**config.mk**
```make
export PLATFORM = sky130hd
export DESIGN_NAME = id_exe_skid_reg
export DESIGN_NICKNAME = d
export VERILOG_FILES = /design/src/rtl/id_exe_skid_reg_pkg.sv /design/src/rtl/id_exe_skid_reg_entry.sv /design/src/rtl/id_exe_skid_reg.sv
export SDC_FILE = /design/constraint.sdc
export NUM_CORES = 1
export LEC_CHECK = 0
export ABC_AREA = 1
export ABC_CLOCK_PERIOD_IN_PS = 1610
export CAP_MARGIN = 30
export CORE_AREA = 2 2 160 162
export DETAILED_ROUTE_END_ITERATION = 10
export DIE_AREA = 0 0 162 164
export GPL_ROUTABILITY_DRIVEN = 0
export PLACE_DENSITY = 0.76
export SKIP_LAST_GASP = 1
export SLEW_MARGIN = 20
export SYNTH_ARGS = -nofsm -noshare
export SYNTH_HDL_FRONTEND = slang
export SYNTH_SLANG_ARGS = --single-unit
```
**constraint.sdc**
```tcl
create_clock -name clk -period 1.61 [get_ports clk]
set_clock_uncertainty 0.2 [all_clocks]
set_input_delay 0.4025 -clock clk [delete_from_list [all_inputs] [get_ports clk]]
set_output_delay 0.4025 -clock clk [all_outputs]
set_load 0.05 [all_outputs]
```
**src/rtl/id_exe_skid_reg_pkg.sv**
```systemverilog
// Shared ID/EXE pipeline types: skid state encoding,
// default datapath widths and the control-field bundle.
package id_exe_skid_reg_pkg;

  localparam int WORD_W_DEF = 32;
  localparam int CMD_W_DEF  = 4;
  localparam int SHIFT_W    = 12;
  localparam int DEST_W     = 4;

  typedef enum logic [1:0] {
    ST_EMPTY = 2'd0,
    ST_ONE   = 2'd1,
    ST_FULL  = 2'd2
  } skid_st_e;

  typedef struct packed {
    logic [SHIFT_W-1:0] shiftOperand;
    logic               imm;
    logic               isMem;
    logic               memRead;
    logic               memWrite;
    logic               wbEn;
    logic               sBit;
    logic [DEST_W-1:0]  dest;
  } ctrl_t;

endpackage

```
**src/rtl/id_exe_skid_reg_entry.sv**
```systemverilog
// Enable-loaded bundle register with async active-low clear.
// Used for both the head and the skid slot.
module pipe_entry_reg #(
  parameter int W = 8
) (
  input  logic         clk,
  input  logic         rstN,
  input  logic         i_en,
  input  logic [W-1:0] i_d,
  output logic [W-1:0] o_q
);

  logic [W-1:0] r_q;

  always_ff @(posedge clk or negedge rstN) begin
    if (!rstN) begin
      r_q <= '0;
    end else if (i_en) begin
      r_q <= i_d;
    end
  end

  assign o_q = r_q;

endmodule

```
**src/rtl/id_exe_skid_reg.sv**
```systemverilog
// Two-entry ID/EXE skid buffer: head drives EXE, skid absorbs
// one extra instruction so inReady can be a pure register.
module id_exe_skid_reg
  import id_exe_skid_reg_pkg::*;
#(
  parameter int WORD_W = WORD_W_DEF,
  parameter int CMD_W  = CMD_W_DEF
) (
  input  logic              clk,
  input  logic              rstN,
  input  logic              flush,
  input  logic              inValid,
  output logic              inReady,
  input  logic [WORD_W-1:0] inPc,
  input  logic [WORD_W-1:0] inValRn,
  input  logic [WORD_W-1:0] inValRm,
  input  logic [11:0]       inShiftOperand,
  input  logic              inImm,
  input  logic              inIsMem,
  input  logic              inMemRead,
  input  logic              inMemWrite,
  input  logic              inWbEn,
  input  logic              inSBit,
  input  logic [CMD_W-1:0]  inExeCmd,
  input  logic [3:0]        inDest,
  output logic              outValid,
  input  logic              outReady,
  output logic [WORD_W-1:0] outPc,
  output logic [WORD_W-1:0] outValRn,
  output logic [WORD_W-1:0] outValRm,
  output logic [11:0]       outShiftOperand,
  output logic              outImm,
  output logic              outIsMem,
  output logic              outMemRead,
  output logic              outMemWrite,
  output logic              outWbEn,
  output logic              outSBit,
  output logic [CMD_W-1:0]  outExeCmd,
  output logic [3:0]        outDest
);

  typedef struct packed {
    logic [WORD_W-1:0] pc;
    logic [WORD_W-1:0] valRn;
    logic [WORD_W-1:0] valRm;
    logic [CMD_W-1:0]  exeCmd;
    ctrl_t             ctrl;
  } payload_t;

  localparam int PW = $bits(payload_t);

  skid_st_e r_st;
  skid_st_e w_stNext;
  logic     r_inReady;
  logic     w_accept;
  logic     w_consume;
  logic     w_headEn;
  logic     w_skidEn;
  logic     w_headFromSkid;
  payload_t w_in;
  payload_t w_headD;
  payload_t w_head;
  payload_t w_skid;

  assign w_in.pc                = inPc;
  assign w_in.valRn             = inValRn;
  assign w_in.valRm             = inValRm;
  assign w_in.exeCmd            = inExeCmd;
  assign w_in.ctrl.shiftOperand = inShiftOperand;
  assign w_in.ctrl.imm          = inImm;
  assign w_in.ctrl.isMem        = inIsMem;
  assign w_in.ctrl.memRead      = inMemRead;
  assign w_in.ctrl.memWrite     = inMemWrite;
  assign w_in.ctrl.wbEn         = inWbEn;
  assign w_in.ctrl.sBit         = inSBit;
  assign w_in.ctrl.dest         = inDest;

  assign w_accept  = inValid & r_inReady;
  assign w_consume = outValid & outReady;

  // inReady is registered so outReady never reaches it combinationally.
  always_ff @(posedge clk or negedge rstN) begin
    if (!rstN) begin
      r_st      <= ST_EMPTY;
      r_inReady <= 1'b1;
    end else begin
      r_st      <= w_stNext;
      r_inReady <= (w_stNext != ST_FULL);
    end
  end

  // Flush only drops state; payload registers keep stale contents.
  always_comb begin
    w_stNext       = r_st;
    w_headEn       = 1'b0;
    w_skidEn       = 1'b0;
    w_headFromSkid = 1'b0;
    if (flush) begin
      w_stNext = ST_EMPTY;
    end else begin
      unique case (r_st)
        ST_EMPTY: begin
          if (w_accept) begin
            w_headEn = 1'b1;
            w_stNext = ST_ONE;
          end
        end
        ST_ONE: begin
          if (w_accept && !w_consume) begin
            w_skidEn = 1'b1;
            w_stNext = ST_FULL;
          end else if (w_accept) begin
            w_headEn = 1'b1;
          end else if (w_consume) begin
            w_stNext = ST_EMPTY;
          end
        end
        ST_FULL: begin
          if (w_consume) begin
            w_headEn       = 1'b1;
            w_headFromSkid = 1'b1;
            w_stNext       = ST_ONE;
          end
        end
        default: w_stNext = ST_EMPTY;
      endcase
    end
  end

  always_comb begin
    outValid = (r_st != ST_EMPTY);
    inReady  = r_inReady;
  end

  assign w_headD = w_headFromSkid ? w_skid : w_in;

  pipe_entry_reg #(.W(PW)) u_head (
    .clk  (clk),
    .rstN (rstN),
    .i_en (w_headEn),
    .i_d  (w_headD),
    .o_q  (w_head)
  );

  pipe_entry_reg #(.W(PW)) u_skid (
    .clk  (clk),
    .rstN (rstN),
    .i_en (w_skidEn),
    .i_d  (w_in),
    .o_q  (w_skid)
  );

  assign outPc           = w_head.pc;
  assign outValRn        = w_head.valRn;
  assign outValRm        = w_head.valRm;
  assign outExeCmd       = w_head.exeCmd;
  assign outShiftOperand = w_head.ctrl.shiftOperand;
  assign outImm          = w_head.ctrl.imm;
  assign outIsMem        = w_head.ctrl.isMem;
  assign outMemRead      = w_head.ctrl.memRead;
  assign outMemWrite     = w_head.ctrl.memWrite;
  assign outWbEn         = w_head.ctrl.wbEn;
  assign outSBit         = w_head.ctrl.sBit;
  assign outDest         = w_head.ctrl.dest;

endmodule

```
==> flow_summary.json, run 1 <==
{
  "io_pins": 251,
  "multi_input_area_um2": 5669,
  "cts_buffer_depth": 3,
  "cts.sinks": 247,
  "io_buffers": 250,
  "path_class": "flip-flop to flip-flop",
  "hp-class": "input port to asynchronous set/reset pin",
  "max_freq_mhz": 482.0,
  "drt_iter0_markers": 2167,
  "finish.utilization_pct": 83.88,
  "row_count": 58,
  "clkPwrFrac_pct": 26.3,
  "violations": "setup timing",
  "finalSetupTns_ns": -100.84,
  "p_int_mw": 15.55,
  "pre_cts_ws_ns": -0.5546,
  "antenna_found_initial": 6,
  "cts_made_buffers": 27,
  "power.share.switching_pct": 36.19,
  "seq_area_frac_synth_pct": 55.16,
  "drc": 0,
  "die_x_um": 162,
  "drtPass1Iterations": 8,
  "crit_path_start_kind": "flip-flop",
  "fin_crit_sh_pct": 128.9,
  "synth_nets": 1606,
  "grt_overflow_total": 0,
  "cts-root-buf": "clkbuf_16",
  "crit_start": "inReady",
  "synth_area_um2": 11210,
  "final_cell_mix": "694 x nand2_1, 240 x dfrtp_1, 183 x buf_12, 182 x nand3_1, 134 x nand2_2",
  "p_switching_mw": 8.820,
  "synth_cell_types": 14,
  "syn_to_final_growth_pct": 85.73,
  "rsz0062_at_grt": "yes",
  "endpoint": "u_skid.o_q[50]",
  "p_per_area_nw_per_um2": 1171,
  "r2r_end": "u_skid.o_q[50]",
  "synth_top_family_by_area": "simple AND/OR/NAND/NOR gates",
  "drive_gt1_share_pct": 33.44,
  "reg2reg_from": "inReady",
  "dieArea_um2": 26570,
  "path_max_fanout": 6,
  "status": "finished with violations",
  "setup_ws_ns": -0.4645,
  "p_leak_nw": 10.31,
  "grt_pass1_wl_mm": 79.45,
  "reg2reg_slack_ns": -0.46,
  "cts.clk_slew.worst_paths_ns": 0.07,
  "num-fill-cells": 1195,
  "fin_crit_ns": 2.075,
  "clock_latency_ns": 0.54,
  "setup.worst_path.end_class": "flip-flop",
  "irDropWorstVdd_mv": 0.8216,
  "synth_compound_area_share_pct": 0.1786,
  "final_common_cell": "nand2_1",
  "seq_area_um2": 6190,
  "grt_pass1_vias": 13850,
  "synthAdderAreaFrac_pct": 0,
  "grt_max_degree": 59,
  "antenna_left": 0,
  "drv_slew": 0,
  "hold_viol_final": 0,
  "power_frac_comb_pct": 36.7,
  "slew_headroom_pct": 72.61,
  "r2r_cells": 9,
  "syn_inst": 1479,
  "start_util_pct": 45.16,
  "finalWirelength_mm": 58.08,
  "die_h_um": 164,
  "wl_per_cell_um": 26.14,
  "tightest_slew_ns": 0.4109,
  "seqPwrFrac_pct": 36.9,
  "crit_required_ns": 1.89,
  "cap_violations": 0,
  "arrival_ns": 2.35,
  "core-area_um2": 24820,
  "finalNetCount": 1997,
  "synth-xor-area-share_pct": 0,
  "via_count": 13760,
  "hpwlAfterDp_mm": 21.85,
  "grt_usage_pct": 39.15,
  "synth_area_per_cell_um2": 7.578,
  "htreeDepth": 1,
  "synth_mux_area_share_pct": 0,
  "cts_tree": "yes",
  "ys.warnings.count": 0,
  "ys_ff_latch": 247,
  "vias_per_cell": 6.193,
  "setup_viol": 370,
  "yosys.area_share.simple_pct": 40.32
}
==> worst max-delay path, cell delays in order (launching register included) <==
cell and delay (ns):
dfstp_2 0.54, buf_6 0.11, nand2_8 0.07, nor3_4 0.25
buf_12 0.19, buf_4 0.14, buf_12 0.13, clkbuf_16 0.16
nand3_1 0.09, nand2_1 0.12
==> logic make-up (layout without fill, tap and decap cells) <==
logic type | count (synthesis) | in the layout
flip-flops | 247 | 247
buffers and inverters | 111 | 516
AND/OR/NAND/NOR | 1118 | 1121
other | 0 | 5
AO/OA/AOI/OAI | 3 | 3
==> final cells by class <==
class	instances	area share [%]
diodes	5	0.06010
clock buffers	40	3.865
clock inverters	6	0.3847
inverters	7	0.1623
multi-input cells	1124	27.23
flip-flops and latches	247	29.73
well taps	330	1.983
repair buffers	463	36.58
==> how the worst min path moves through the flow <==
| stage | from | slack, ns | cells after the start | to |
|---|---|---|---|---|
| after floorplan | rstN | -0.09 | 0 | r_st[0] |
| after global placement | rstN | 0.08 | 1 | u_head.o_q[30] |
| after detailed placement | rstN | 0.08 | 1 | u_head.o_q[30] |
| after CTS | rstN | 0.11 | 2 | u_head.o_q[33] |
| after global routing | rstN | 0.13 | 2 | u_head.o_q[30] |
| final | rstN | 0.11 | 2 | u_head.o_q[18] |
==> Yosys cell counts <==
library cell  number  area share, %
nor3_4             1           0.15
buf_2             56            2.5
dfrtp_1          246             55
clkbuf_1          48            1.6
nand3_1          244             11
dfstp_2            1           0.23
nand2_1          865             29
o211ai_1           1          0.067
a21boi_0           1          0.067
inv_2              1          0.033
o21ai_0            1          0.045
nor2_1             6           0.20
nor2_2             2           0.11
inv_1              6           0.20
==> what timing repair did <==
item                                    in CTS  in global routing
hold buffers                                 1                  0
buffers inserted                            88                  7
pin swaps                                  110                 60
gates cloned                                63                 19
endpoints found under the setup margin     370                370
endpoints found under the hold margin      240                  0
resized for setup                          230                168
==> metal layers <==
layer  global-route usage, %  wire, um  part of all wire, %
met3                   9.949      7766                   13
met2                   61.70     26210                   45
met5                       0        13                0.022
met1                   48.12     19120                   33
met4                   25.34      4970                  8.6
==> power groups by stage <==
| stage | registers, mW | logic [mW] | clock network (mW) |
|---|---|---|---|
| floorplan | 10.2 | 1.55 | 0 |
| global placement | 8.68 | 6.74 | 0 |
| detailed placement | 8.74 | 6.88 | 0 |
| CTS | 8.68 | 8.22 | 6.29 |
| global route | 9.07 | 9.27 | 6.63 |
| finish | 9.00 | 8.96 | 6.42 |
==> stage by stage <==
stage / power (mW) / std cells / area [um2] / hold WS (ns)
global placement: 15.43 / 2006 / 15720 / 0.08016
floorplan: 11.79 / 1479 / 11510 / -0.09309
global route: 24.97 / 2221 / 20820 / 0.1266
finish: 24.37 / 2222 / 20820 / 0.1113
CTS: 23.19 / 2202 / 20020 / 0.1097
detailed placement: 15.62 / 2006 / 15720 / 0.08143
==> sequential cells by signal (all words and copies together) (netlist names) <==
register	cells
u_head.o_q	122
r_st	2
inReady	1
u_skid.o_q	122
No activity file was read; power rests on OpenSTA's default activity.
==> run 2, diff against run 1 <==
Settings changed: CORE_AREA 2 2 160 162 to 2 2 172 174, DIE_AREA 0 0 162 164 to 0 0 174 176, PLACE_DENSITY 0.76 to 0.68, SYNTH_HIERARCHICAL set to 1.
==> run 2 against run 1 <==
The flow still finishes with violations (setup timing); via count fell by 19%; final area decreased by 6.0%; global-route usage down 14 points; fmax is 2.4% higher; utilization decreased by 15 points; synthesized cell count decreased by 2.0%; power shrank 3.8%; combinational power fell by 8.5%; critical endpoint is now u_head/o_q[26].
==> flow_summary.json, run 2 <==
{
  "synth_compound_area_share_pct": 6.840,
  "p_leak_nw": 9.912,
  "synth_edf_count": 0,
  "die_x_um": 174,
  "synth_area_per_cell_um2": 7.846,
  "clkPwrFrac_pct": 26.6,
  "cts.sinks": 247,
  "clock_latency_ns": 0.53,
  "drc": 0,
  "violations": "setup timing",
  "drtPass1Iterations": 5,
  "power.share.switching_pct": 35.29,
  "power_frac_comb_pct": 35.0,
  "grt_pass1_vias": 10764,
  "top_layer_used": "met5",
  "row_count": 62,
  "max_freq_mhz": 493.7,
  "io_pins": 251,
  "via_count": 11195,
  "drive_gt1_share_pct": 31.92,
  "synth_top_family_by_area": "simple AND/OR/NAND/NOR gates",
  "yosysTopAreaCell": "dfrtp_1",
  "wl_met3_mm": 3.368,
  "seq_area_frac_synth_pct": 54.34,
  "grt_usage_pct": 24.70,
  "tightest_slew_ns": 0.3553,
  "fin_crit_ns": 2.026,
  "wl_per_cell_um": 19.33,
  "holdWs_ns": 0.1439,
  "p_per_area_nw_per_um2": 1198,
  "arrival_ns": 2.25,
  "slew_headroom_pct": 76.31,
  "io_buffers": 250,
  "netlist_top_cells_count": "860 x nand2_1, 246 x dfrtp_1, 127 x inv_1",
  "cpMaxStageDelayCell": "dfstp_2",
  "path_cells": "nand2_4, inv_4, nor2_4, nor3_2, buf_6, buf_12, buf_6, inv_8, clkbuf_16, nand2_1, nand2_1",
  "p_int_mw": 15.17,
  "dieArea_um2": 30620,
  "irDropWorstVdd_mv": 0.7641,
  "synthArstFlopShare_pct": 100.0,
  "path_max_fanout": 11,
  "synth-xor-area-share_pct": 0,
  "final_common_cell": "nand2_1",
  "max_stage_delay_ns": 0.56,
  "synth_area_leaders": "dfrtp_1 54%, nand2_1 28%, inv_1 4.2%, buf_6 3.8%, o21ai_1 3.5%",
  "die_h_um": 176,
  "setup.worst_path.end_class": "flip-flop",
  "wl_met2_mm": 20.92,
  "start_util_pct": 39.85,
  "status": "finished with violations",
  "seqPwrFrac_pct": 38.4,
  "ys.warnings.count": 6,
  "synthAdderAreaFrac_pct": 0,
  "hold_viol_final": 0,
  "cap_violations": 0,
  "synth_nets": 1577,
  "antenna_left": 0,
  "cts_made_buffers": 27,
  "setup_viol": 368,
  "cts-root-buf": "clkbuf_16",
  "cts_buffer_depth": 3,
  "drv_slew": 0,
  "hpwlAfterDp_mm": 20.64,
  "antenna_found_initial": 5,
  "synth.most_common_cell": "nand2_1",
  "grt_pass1_wl_mm": 59.24,
  "finalWirelength_mm": 42.57,
  "r2r_cells": 11,
  "yosys.area_share.simple_pct": 28.87,
  "finalNetCount": 1925,
  "synth_cell_types": 20,
  "crit_required_ns": 1.84,
  "grt_overflow_total": 0,
  "vias_per_cell": 5.084,
  "grt_max_degree": 68,
  "drt_iter0_markers": 989,
  "total_power_mw": 23.45,
  "final_cell_mix": "647 x nand2_1, 246 x dfrtp_1, 161 x buf_12, 145 x nand2_2",
  "fin_crit_sh_pct": 125.8,
  "synth_area_um2": 11380,
  "core-area_um2": 28550,
  "syn_inst": 1450,
  "synth_mux_area_share_pct": 0,
  "hp-class": "input port to asynchronous set/reset pin",
  "ys_ff_latch": 247,
  "syn_to_final_growth_pct": 71.96,
  "ys.flop_type": "dfrtp_1",
  "p_switching_mw": 8.274,
  "crit_path_start_kind": "flip-flop",
  "yosysTopAreaCellShare_pct": 54.11,
  "rsz0062_at_grt": "yes",
  "htreeDepth": 1,
  "cts_tree": "yes",
  "cts.clk_slew.worst_paths_ns": 0.06,
  "setup_ws_ns": -0.4155,
  "m1WireLength_mm": 16.39,
  "path_class": "flip-flop to flip-flop"
}
run 2: cell families (layout without fill, tap and decap cells):
group,after synthesis,after routing
other,0,4
AND/OR/NAND/NOR,868,868
AO/OA/AOI/OAI,125,125
flip-flops,247,247
buffers and inverters,210,574
run 2: what timing repair did:
action | 4_1_cts | 5_1_grt
setup endpoints to repair | 368 | 369
hold buffers | 1 | 0
pin swaps | 23 | 47
cloned | 40 | 22
resized for setup | 99 | 293
hold endpoints to repair | 247 | 0
setup buffers | 38 | 12
run 2: area by class of cell:
class | instances | area, um2
antenna | 4 | 10.01
clock buffer | 41 | 828.3
clock inverter | 4 | 48.80
fill | 2057 | 8984
inverter | 130 | 543.0
multi-input combinational | 993 | 4962
sequential | 247 | 6182
tap | 384 | 480.5
timing repair buffer | 394 | 6425
timing repair inverter | 5 | 83.83
run 2: layer usage:
layer | global-route usage (%) | vias up
li1 | - | 5057
met3 | 5.297 | 144
met5 | 0 | -
met4 | 8.578 | 2
met1 | 31.45 | 5419
met2 | 41.87 | 573
run 2: worst max-delay path: cells and delay by family (launching register included):
family	cells	cell delay [ns]
buffers and inverters	6	0.73
flip-flops	1	0.56
AND/OR/NAND/NOR	5	0.42
run 2: stage by stage:
| step | std cells | utilization, % | setup WS [ns] | area, um2 | TNS (ns) |
|---|---|---|---|---|---|
| 2_1_floorplan | 1450 | - | -0.2833 | 11390 | -59.82 |
| 3_3_place_gp | 2051 | 54.72 | -0.5583 | 15620 | -122.63 |
| 3_5_place_dp | 2051 | 54.72 | -0.6299 | 15620 | -133.90 |
| 4_1_cts | 2175 | 64.08 | -0.3128 | 18290 | -75.44 |
| 5_1_grt | 2201 | 68.52 | -0.4986 | 19560 | -110.96 |
| 6_report | 2202 | 68.53 | -0.4155 | 19560 | -93.14 |
run 2: final timing paths:
check                                    from              end  slack, ns
min in group clk           inShiftOperand[11]   u_skid/o_q[21]       0.23
setup reg to reg                      inReady   u_head/o_q[26]      -0.42
hold reg to reg                u_skid/o_q[80]   u_skid/o_q[80]       0.28
hold / removal                           rstN   u_head/o_q[37]       0.14
setup / recovery                      inReady   u_head/o_q[26]      -0.42
max in group asynchronous                rstN  u_head/o_q[103]       0.48
run 2: power groups by stage:
stage / Sequential, mW / Clock, mW / Combinational [mW]
global placement: 8.71 / 0 / 6.88
floorplan: 10.2 / 0 / 1.72
finish: 9.01 / 6.24 / 8.20
detailed placement: 8.75 / 0 / 7.02
CTS: 8.69 / 6.26 / 7.52
global route: 9.14 / 6.59 / 8.64
==> run 3, diff against run 2 <==
--- a/config.mk
+++ b/config.mk
@@ -10,8 +10,9 @@
 export CAP_MARGIN = 30
 export CORE_AREA = 2 2 172 174
+export CTS_CLUSTER_DIAMETER = 120
 export DETAILED_ROUTE_END_ITERATION = 10
 export DIE_AREA = 0 0 174 176
 export GPL_ROUTABILITY_DRIVEN = 0
-export PLACE_DENSITY = 0.68
+export PLACE_DENSITY = 0.78
 export SKIP_LAST_GASP = 1
 export SLEW_MARGIN = 20
==> constraint.sdc (replaced) <==
create_clock -name clk -period 1.61 [get_ports clk]
set_clock_uncertainty 0.2 [all_clocks]
set_input_delay 0.2415 -clock clk [delete_from_list [all_inputs] [get_ports clk]]
set_output_delay 0.2415 -clock clk [all_outputs]
set_load 0.05 [all_outputs]
==> run 3 against run 2 <==
Clock-buffer cell count fell by 8; via count fell by 8.5%; combinational power fell by 11%; worst hold slack got worse by 0.14 ns; sequential cell count did not move; sequential share of layout area rose by 3.9 points; clock power rose by 5.3%; the flow still finishes with violations (setup timing); setup slack improved by 0.16 ns.
==> flow_summary.json, run 3 (synthesis results as in run 2) <==
{
  "multi_input_area_um2": 4193,
  "reg2reg_slack_ns": -0.26,
  "setup.worst_path.end_class": "flip-flop",
  "syn_to_final_growth_pct": 53.19,
  "clock_latency_ns": 0.53,
  "seq_area_um2": 6182,
  "critical_path.top_delay_family": "buffers and inverters",
  "drt_iter0_markers": 1011,
  "antenna_left": 0,
  "drc": 0,
  "cts.sinks": 247,
  "rsz0062_at_grt": "yes",
  "irDropWorstVdd_mv": 0.8270,
  "arrival_ns": 2.09,
  "via_count": 10244,
  "finalWirelength_mm": 34.29,
  "finalNetCount": 1865,
  "grt_pass1_vias": 10224,
  "path_cells": "buf_6, nand2_4, nand2_2, nor3_4, buf_8, buf_12, inv_8, clkbuf_16, nand2_2, nand2_1",
  "dieArea_um2": 30620,
  "io_pins": 251,
  "hp-class": "input port to asynchronous set/reset pin",
  "hpwlAfterDp_mm": 21.06,
  "cts_made_buffers": 27,
  "die_h_um": 176,
  "critPathBufInv": 5,
  "holdWs_ns": 0.002310,
  "grt_pass1_wl_mm": 50.93,
  "drive_gt1_share_pct": 19.22,
  "path_max_fanout": 8,
  "hold_viol_final": 0,
  "cts.clk_slew.worst_paths_ns": 0.06,
  "p_per_area_nw_per_um2": 1297,
  "setup_viol": 247,
  "p_leak_nw": 9.115,
  "finalSetupTns_ns": -42.50,
  "final_cell_mix": "834 x nand2_1, 246 x dfrtp_1, 149 x buf_12, 125 x inv_1, 125 x clkdlybuf4s50_1",
  "max_freq_mhz": 535.9,
  "num-fill-cells": 2302,
  "io_buffers": 250,
  "path_class": "flip-flop to flip-flop",
  "cpMaxStageDelayCell": "dfrtp_1",
  "cts_tree": "yes",
  "violations": "setup timing",
  "crit_required_ns": 1.84,
  "crit_top_cell": "nand2_2",
  "htreeDepth": 1,
  "antenna_found_initial": 2,
  "cts_buffer_depth": 3,
  "setup_ws_ns": -0.2560,
  "grt_max_degree": 48,
  "status": "finished with violations",
  "fin_crit_ns": 1.866,
  "max_stage_delay_ns": 0.41,
  "cap_violations": 0,
  "vias_per_cell": 4.776,
  "drtPass1Iterations": 6,
  "crit_path_start_kind": "flip-flop",
  "row_count": 62,
  "cts-root-buf": "clkbuf_16",
  "wl_per_cell_um": 15.99,
  "final_common_cell": "nand2_1",
  "start_util_pct": 39.85,
  "fin_crit_sh_pct": 115.9,
  "tightest_slew_ns": 0.4220,
  "grt_overflow_total": 0,
  "die_x_um": 174,
  "slew_headroom_pct": 71.87,
  "grt_usage_pct": 20.17,
  "core-area_um2": 28550,
  "drv_slew": 0
}
run 3: final timing paths:
kind	start	end	cells after the start
max in group asynchronous	rstN	inReady	3
min in group clk	inValRm[3]	u_skid/o_q[29]	3
worst min-delay path	rstN	u_head/o_q[104]	2
worst max-delay path	r_st[1]	u_head/o_q[116]	10
worst max register to register	r_st[1]	u_head/o_q[116]	10
worst min register to register	u_skid/o_q[57]	u_skid/o_q[57]	2
run 3: per-stage QoR:
stage / setup slack [ns] / util [%] / power (mW) / area [um2] / cells
2_1_floorplan: -0.2833 / - / 11.97 / 11390 / 1450
3_3_place_gp: -0.3381 / 55.25 / 15.57 / 15770 / 2063
3_5_place_dp: -0.3791 / 55.25 / 15.82 / 15770 / 2063
4_1_cts: -0.1640 / 58.87 / 22.43 / 16800 / 2122
5_1_grt: -0.3058 / 61.04 / 23.62 / 17430 / 2144
6_report: -0.2560 / 61.05 / 22.61 / 17430 / 2145
run 3: worst reg2reg max path, stage by stage (launching register included):
cell       delay (ns)
dfrtp_1          0.41
buf_6            0.15
nand2_4          0.06
nand2_2          0.07
nor3_4           0.24
buf_8            0.19
buf_12           0.12
inv_8            0.05
clkbuf_16        0.17
nand2_2          0.06
nand2_1          0.05
run 3: where the power goes:
group	switching (mW)	internal, mW	total (mW)
Combinational	3.93	3.38	7.31
Clock	2.59	3.98	6.57
Sequential	1.16	7.57	8.73
run 3: layer usage:
metal | GRT usage (%) | wire length [um] | vias up
met3 | 4.371 | 2515 | 66
met4 | 5.777 | 1066 | 0
met1 | 25.15 | 13660 | 4861
li1 | - | - | 4934
met2 | 35.39 | 17050 | 383
met5 | 0 | 0 | -
run 3: timing repair:
action,in CTS,in global routing
endpoints found under the setup margin,249,253
cloned,0,17
pin swaps,2,3
hold buffers,1,0
gates resized for setup,8,57
endpoints found under the hold margin,246,0
buffers inserted,8,4
run 3: layout make-up:
cell class,instances,share of cell area [%]
clock inverter,17,1.256
tap,384,2.757
sequential,247,35.47
clock buffer,33,4.121
antenna,2,0.02872
inverter,130,2.915
multi-input combinational,993,24.06
timing repair inverter,2,0.1292
timing repair buffer,337,29.27
